<file path="config.mk">
export PLATFORM = sky130hd
export DESIGN_NAME = fetch_unit
export DESIGN_NICKNAME = d
export VERILOG_FILES = /design/src/rtl/fetch_unit.sv
export SDC_FILE = /design/constraint.sdc
export NUM_CORES = 1
export LEC_CHECK = 0
export CORE_MARGIN = 2
export CORE_UTILIZATION = 45
export DETAILED_ROUTE_END_ITERATION = 16
export PLACE_DENSITY = 0.85
export SYNTH_ARGS = -nofsm -noshare
export SYNTH_HDL_FRONTEND = slang
export SYNTH_SLANG_ARGS = --single-unit
</file>
<file path="constraint.sdc">
create_clock -name clk -period 5.2 [get_ports clk]
set_input_delay 0.78 -clock clk [delete_from_list [all_inputs] [get_ports clk]]
set_output_delay 0.78 -clock clk [all_outputs]
set_load 0.05 [all_outputs]
</file>
<file path="src/rtl/fetch_unit.sv">
// Instruction fetch stage: owns the PC, drives a req/ack instruction-memory port
// and a one-entry valid/ready output register to decode. Option: FETCH_MISALIGN_TRAP_EN.
module fetch_unit #(
    parameter int unsigned XLEN          = 32,
    parameter logic [XLEN-1:0] RESET_PC  = 32'h0000_0000,
    parameter logic [XLEN-1:0] NOP_INSN  = 32'h0000_0013
) (
    input  logic            clk,
    input  logic            rst,
    output logic            imem_req,
    output logic [XLEN-1:0] imem_addr,
    input  logic            imem_ack,
    input  logic [XLEN-1:0] imem_rdata,
    output logic            inst_valid,
    input  logic            inst_ready,
    output logic [XLEN-1:0] inst_out,
    output logic [XLEN-1:0] inst_pc,
    input  logic            redirect_valid,
    input  logic [XLEN-1:0] redirect_target,
    output logic [XLEN-1:0] pc_cur
`ifdef FETCH_MISALIGN_TRAP_EN
    ,
    output logic            fetch_misalign
`endif
);

`ifdef FETCH_MISALIGN_TRAP_EN
    typedef enum logic [1:0] {
        S_BOOT = 2'd0,
        S_RUN  = 2'd1,
        S_HALT = 2'd2
    } state_t;
`else
    typedef enum logic [1:0] {
        S_BOOT = 2'd0,
        S_RUN  = 2'd1
    } state_t;
`endif

    state_t          state;
    logic [XLEN-1:0] pc;
    logic            xfer;
    logic            consume;

    // Request is combinational so a redirect can suppress it in the same cycle
    assign imem_req  = (state == S_RUN) & (~inst_valid | inst_ready) & ~redirect_valid;
    assign imem_addr = pc;
    assign pc_cur    = pc;
    assign xfer      = imem_req & imem_ack;
    assign consume   = inst_valid & inst_ready;

    always_ff @(posedge clk or posedge rst) begin
        if (rst) begin
            state      <= S_BOOT;
            pc         <= RESET_PC;
            inst_valid <= 1'b0;
            inst_out   <= NOP_INSN;
            inst_pc    <= '0;
`ifdef FETCH_MISALIGN_TRAP_EN
            fetch_misalign <= 1'b0;
`endif
        end else begin
            case (state)
                S_BOOT, S_RUN: begin
                    if (state == S_BOOT) begin
                        state <= S_RUN;
                    end
                    // Redirect wins over transfer and consume; it squashes the held word
                    if (redirect_valid) begin
                        inst_valid <= 1'b0;
                        inst_out   <= NOP_INSN;
`ifdef FETCH_MISALIGN_TRAP_EN
                        if (redirect_target[1:0] != 2'b00) begin
                            state          <= S_HALT;
                            pc             <= redirect_target;
                            fetch_misalign <= 1'b1;
                        end else begin
                            pc <= redirect_target;
                        end
`else
                        pc <= {redirect_target[XLEN-1:2], 2'b00};
`endif
                    end else if (xfer) begin
                        inst_out   <= imem_rdata;
                        inst_pc    <= pc;
                        inst_valid <= 1'b1;
                        pc         <= pc + XLEN'(4);
                    end else if (consume) begin
                        inst_valid <= 1'b0;
                        inst_out   <= NOP_INSN;
                    end
                end
`ifdef FETCH_MISALIGN_TRAP_EN
                S_HALT: begin
                    inst_valid <= 1'b0;
                end
`endif
                default: begin
                    state <= S_BOOT;
                end
            endcase
        end
    end

endmodule
</file>
==> results.md <==
- The floorplan step set the die width to 104 um.
- The first TritonRoute pass finished after 4 iterations.
- The leakage power of the design is 2.80 nW.
- For the pin with the worst max-slew slack, the measured transition is 1.31 ns.
- The mean cell area of the mapped netlist is 9.84 sq um.
- The area share of the largest cell type after synthesis is 0.509.
- The total I/O pin count is 199.
- The die is a little over 100 um tall.
- The distinct cell type count after synthesis is 50.
- The critical path startpoint is inst_ready.
- The number of warnings reported in the yosys synthesis log is 0.
- The total number of placement rows is 36.
- After detailed routing, the average wire length per cell comes to 17.1 um.
- The arrival time of the worst setup path is 3.70 ns.
- The flow ran to the end, and the final reports show no timing, DRC or antenna violations.
- The first routing iteration left 231 violations.
- In the routed layout, each cell is associated on average with a via count of 5.43.
- The routed wire length is 12.6 mm.
- The maximum cell stage delay along the critical path is roughly 1 ns.
- In this run the tool buffered the top-level ports with 190 buffer cells.
- For this run, the share of the core covered by cells in the final layout is 0.662.
- The setup fix buffers added after clock tree synthesis is 0.
- The count of flip-flops with a built-in enable after synthesis is 0.
- By area the synthesized netlist is led by dfrtp_1 (51%), nand2_1 (10%), buf_4 (6.0%).
- The slowest stage of the critical path belongs to the cell a21oi_2.
- The mapped netlist covers 4480 sq um.
- The launch instance of the worst register-to-register path is inst_valid.
- In this run the number of cells on the critical path is 6.
- The highest net fanout along the worst path is 29.
- After clock tree synthesis, the clock-pin slew on the worst setup and hold paths is approximately 0.090 ns.
- The most instantiated flip-flop cell in the synthesis netlist is dfrtp_1.
- The final weighted congestion in routability-driven placement is 0.833.
- The met1 routing resource usage after global routing is 0.312.
- The clock latency of the later-clocked register in the worst-skew pair is 0.37 ns.
- The dominant delay contributor by cell family on the critical path is compound AO/OA/AOI/OAI gates.
- Setup repair after global routing left no endpoint under its margin.
- By count the netlist is led by nand2_1 (121), dfrtp_1 (91), buf_4 (36).
- The total count of hold-check failures in the final report is 0.
- Across every metal layer, demand over resource in global routing totals 0.238.
- The clock drives 94 sinks.
- Headroom to the max-slew limit came out at 0.128.
- The layout cell share with drive strength beyond 1 is 0.0593.
- The max-cap violation count is 0.
- The met3 usage is 0.0485.
- The synthesized design spends more area on one cell type than any other, namely dfrtp_1.
- The async set or reset register ratio after synthesis is 1.00.
- The total of flip-flops plus latches after synthesis is 94.
- The maximum clock skew at final layout is 0.00831 ns.
- The part of the cycle the worst path needs is 0.654.
- The number of antenna violations at the first check in global routing is 0.
- The worst setup path is captured at a register.
- The total count of max-transition violations in the final report is 0.
- Summed over all nets, the half-perimeter wirelength after detailed placement is 8.78 mm.
- STA puts the critical path data required time at ~5.5 ns.
- The count of final setup violators is 0.
- The number of clock buffers added by TritonCTS is 9.
- The number of instances in the synthesized netlist is 455.
- For met2 alone, demand over resource in global routing was 0.394.
- The maximum clock path buffer count is 2.
- The overall die area is roughly 11000 sq um.
- The pin count of the biggest net entering global routing is 76.
- The global-route wire length before repair is about 21 mm.
- The share of the Yosys chip area taken by registers is 0.526.
- The total area inside the core boundary comes to 9730 sq um.
- The final period demand of the worst path is roughly 3.4 ns.
- The combined buffer and inverter count along the critical path is 1.
- By instance count, the leading cell after synthesis is nand2_1.
- The number of resized instances in the post-cts repair step is 0.
- Final hold analysis gives a worst-case slack of 0.480 ns.
- For this run, the top clock speed supported by timing is approximately 0.29 GHz.
- The net count of the finished layout is between 600 and 700.
- The cell chosen for the clock root is clkbuf_8.
- The via count of the first global-routing pass is 3970.
- Counting cells, the worst reg-to-reg path comes to 5.
- Total power for the finished layout comes to about 2.3 mW.
- The number of antenna diodes in the final layout is 0.
- The final total negative setup slack is 0 ns.
- The kind of critical path is in2reg.
- The busiest layer in global routing is met2.
- The total DRC errors in the routed layout is 0.
- The area growth from synthesis to layout is 44.0%.
- The number of nets with antenna violations after detailed routing is 0.
- Walking the worst path, the cells encountered are clkdlybuf4s50_1 > or2b_2 > nand4_2 > nand2_1 > a21oi_2 > a22o_1.
- The type of element launching the critical path is an input port.
- IR analysis of the VDD net gives a maximum drop of between 0.0001 and 0.00015 V.
- The CTS tree is built.
- The path class of the tightest hold or removal check is reg2reg.
- The number of cells traversed by the worst hold path is 2.
- Summing over every cut layer, the via total after detailed routing is 4019.
- Global routing finished with a remaining overflow of 0.
- The H-tree generated during clock tree synthesis spans 3 levels.
- Power spread over the standard cell area amounts to 358 nW/um^2.
- For this configuration, the core starts out at a cell density of 0.460.
- The number of hold buffers added after CTS is 0.
- In this run the most critical hold path is launched from inst_pc[16].
## per-layer routing
| layer | routed length (um) | vias up |
|---|---|---|
| li1 | - | 1866 |
| met1 | 5360 | 1962 |
| met2 | 6190 | 178 |
| met3 | 922 | 13 |
| met4 | 156 | 0 |
| met5 | 0 | - |
## final timing paths
path / to / slack (ns)
min reg2reg: inst_pc[16] / 0.48
min: inst_pc[16] / 0.48
max in group asynchronous: inst_out[9] / 3.31
max: inst_out[13] / 1.80
min in group asynchronous: inst_pc[12] / 0.82
max reg2reg: inst_out[13] / 2.29
## power breakdown
group,internal (mW),leakage (nW),total [mW],switching (mW)
combinational,0.276,1.48,0.815,0.540
sequential,0.813,1.20,0.902,0.0888
clock,0.346,0.124,0.592,0.246
## stage by stage
| step | area, sq um | worst slack [ns] | cells |
|---|---|---|---|
| 2_1_floorplan | 4490 | 1.98 | 460 |
| 3_3_place_gp | 6200 | 1.56 | 724 |
| 3_5_place_dp | 6200 | 1.43 | 724 |
| 4_1_cts | 6440 | 1.82 | 740 |
| 5_1_grt | 6440 | 1.64 | 740 |
| 6_report | 6440 | 1.80 | 740 |
## worst register-to-register path: stages, from the launching register on
cell	delay (ns)
dfrtp_1	0.40
or2b_2	0.34
nand4_2	0.44
nand2_1	0.35
a21oi_2	1.02
a22o_1	0.29
## logic make-up (layout without fill, tap and decap cells)
family,count (synthesis),count (layout),synth area share
adders and majority gates,1,1,0.00280
muxes,4,4,0.00895
and+or+nand+nor,191,191,0.205
buffers and inverters,69,216,0.0962
DFF,94,94,0.526
xor gates and xnor gates,3,3,0.00587
AOI/OAI and AO/OA,91,91,0.153
other,2,7,0.00168
## state kept, by name, indices dropped and copies added, names as in the netlist
name and count:
inst_out 32, imem_addr 30, inst_pc 30, inst_valid 1, state 1
## placed cells by master (no fill, tap or decap), types with 2 or more instances in the layout
cell and n:
nor4_1 7, nand2b_1 3, clkdlybuf4s50_1 190, nor3_1 5, dfstp_2 3, a22o_1 29, o21ai_0 22, a22oi_1 5
inv_1 4, and4_4 2, conb_1 7, nor2_1 6, nor2b_1 2, and4_1 3, o311ai_0 5, a21oi_1 6
and3_1 5, clkbuf_8 11, bufinv_16 3, a221o_1 9, mux2i_1 4, buf_4 5, nand2_1 121, xnor2_1 3
or3_1 2, clkbuf_1 2, and4_2 4, o22a_1 3, dfrtp_1 91, o211ai_1 4, nand4_1 5, nand3_1 18
## area by class of cell
class,instances,area (sq um)
clock inverter,3,90.1
tap,133,166
multi-input combinational,297,1710
inverter,5,21.3
sequential,94,2360
clock buffer,13,159
fill,787,3280
timing repair buffer,195,1940
No activity file was read; power rests on OpenSTA's default activity.
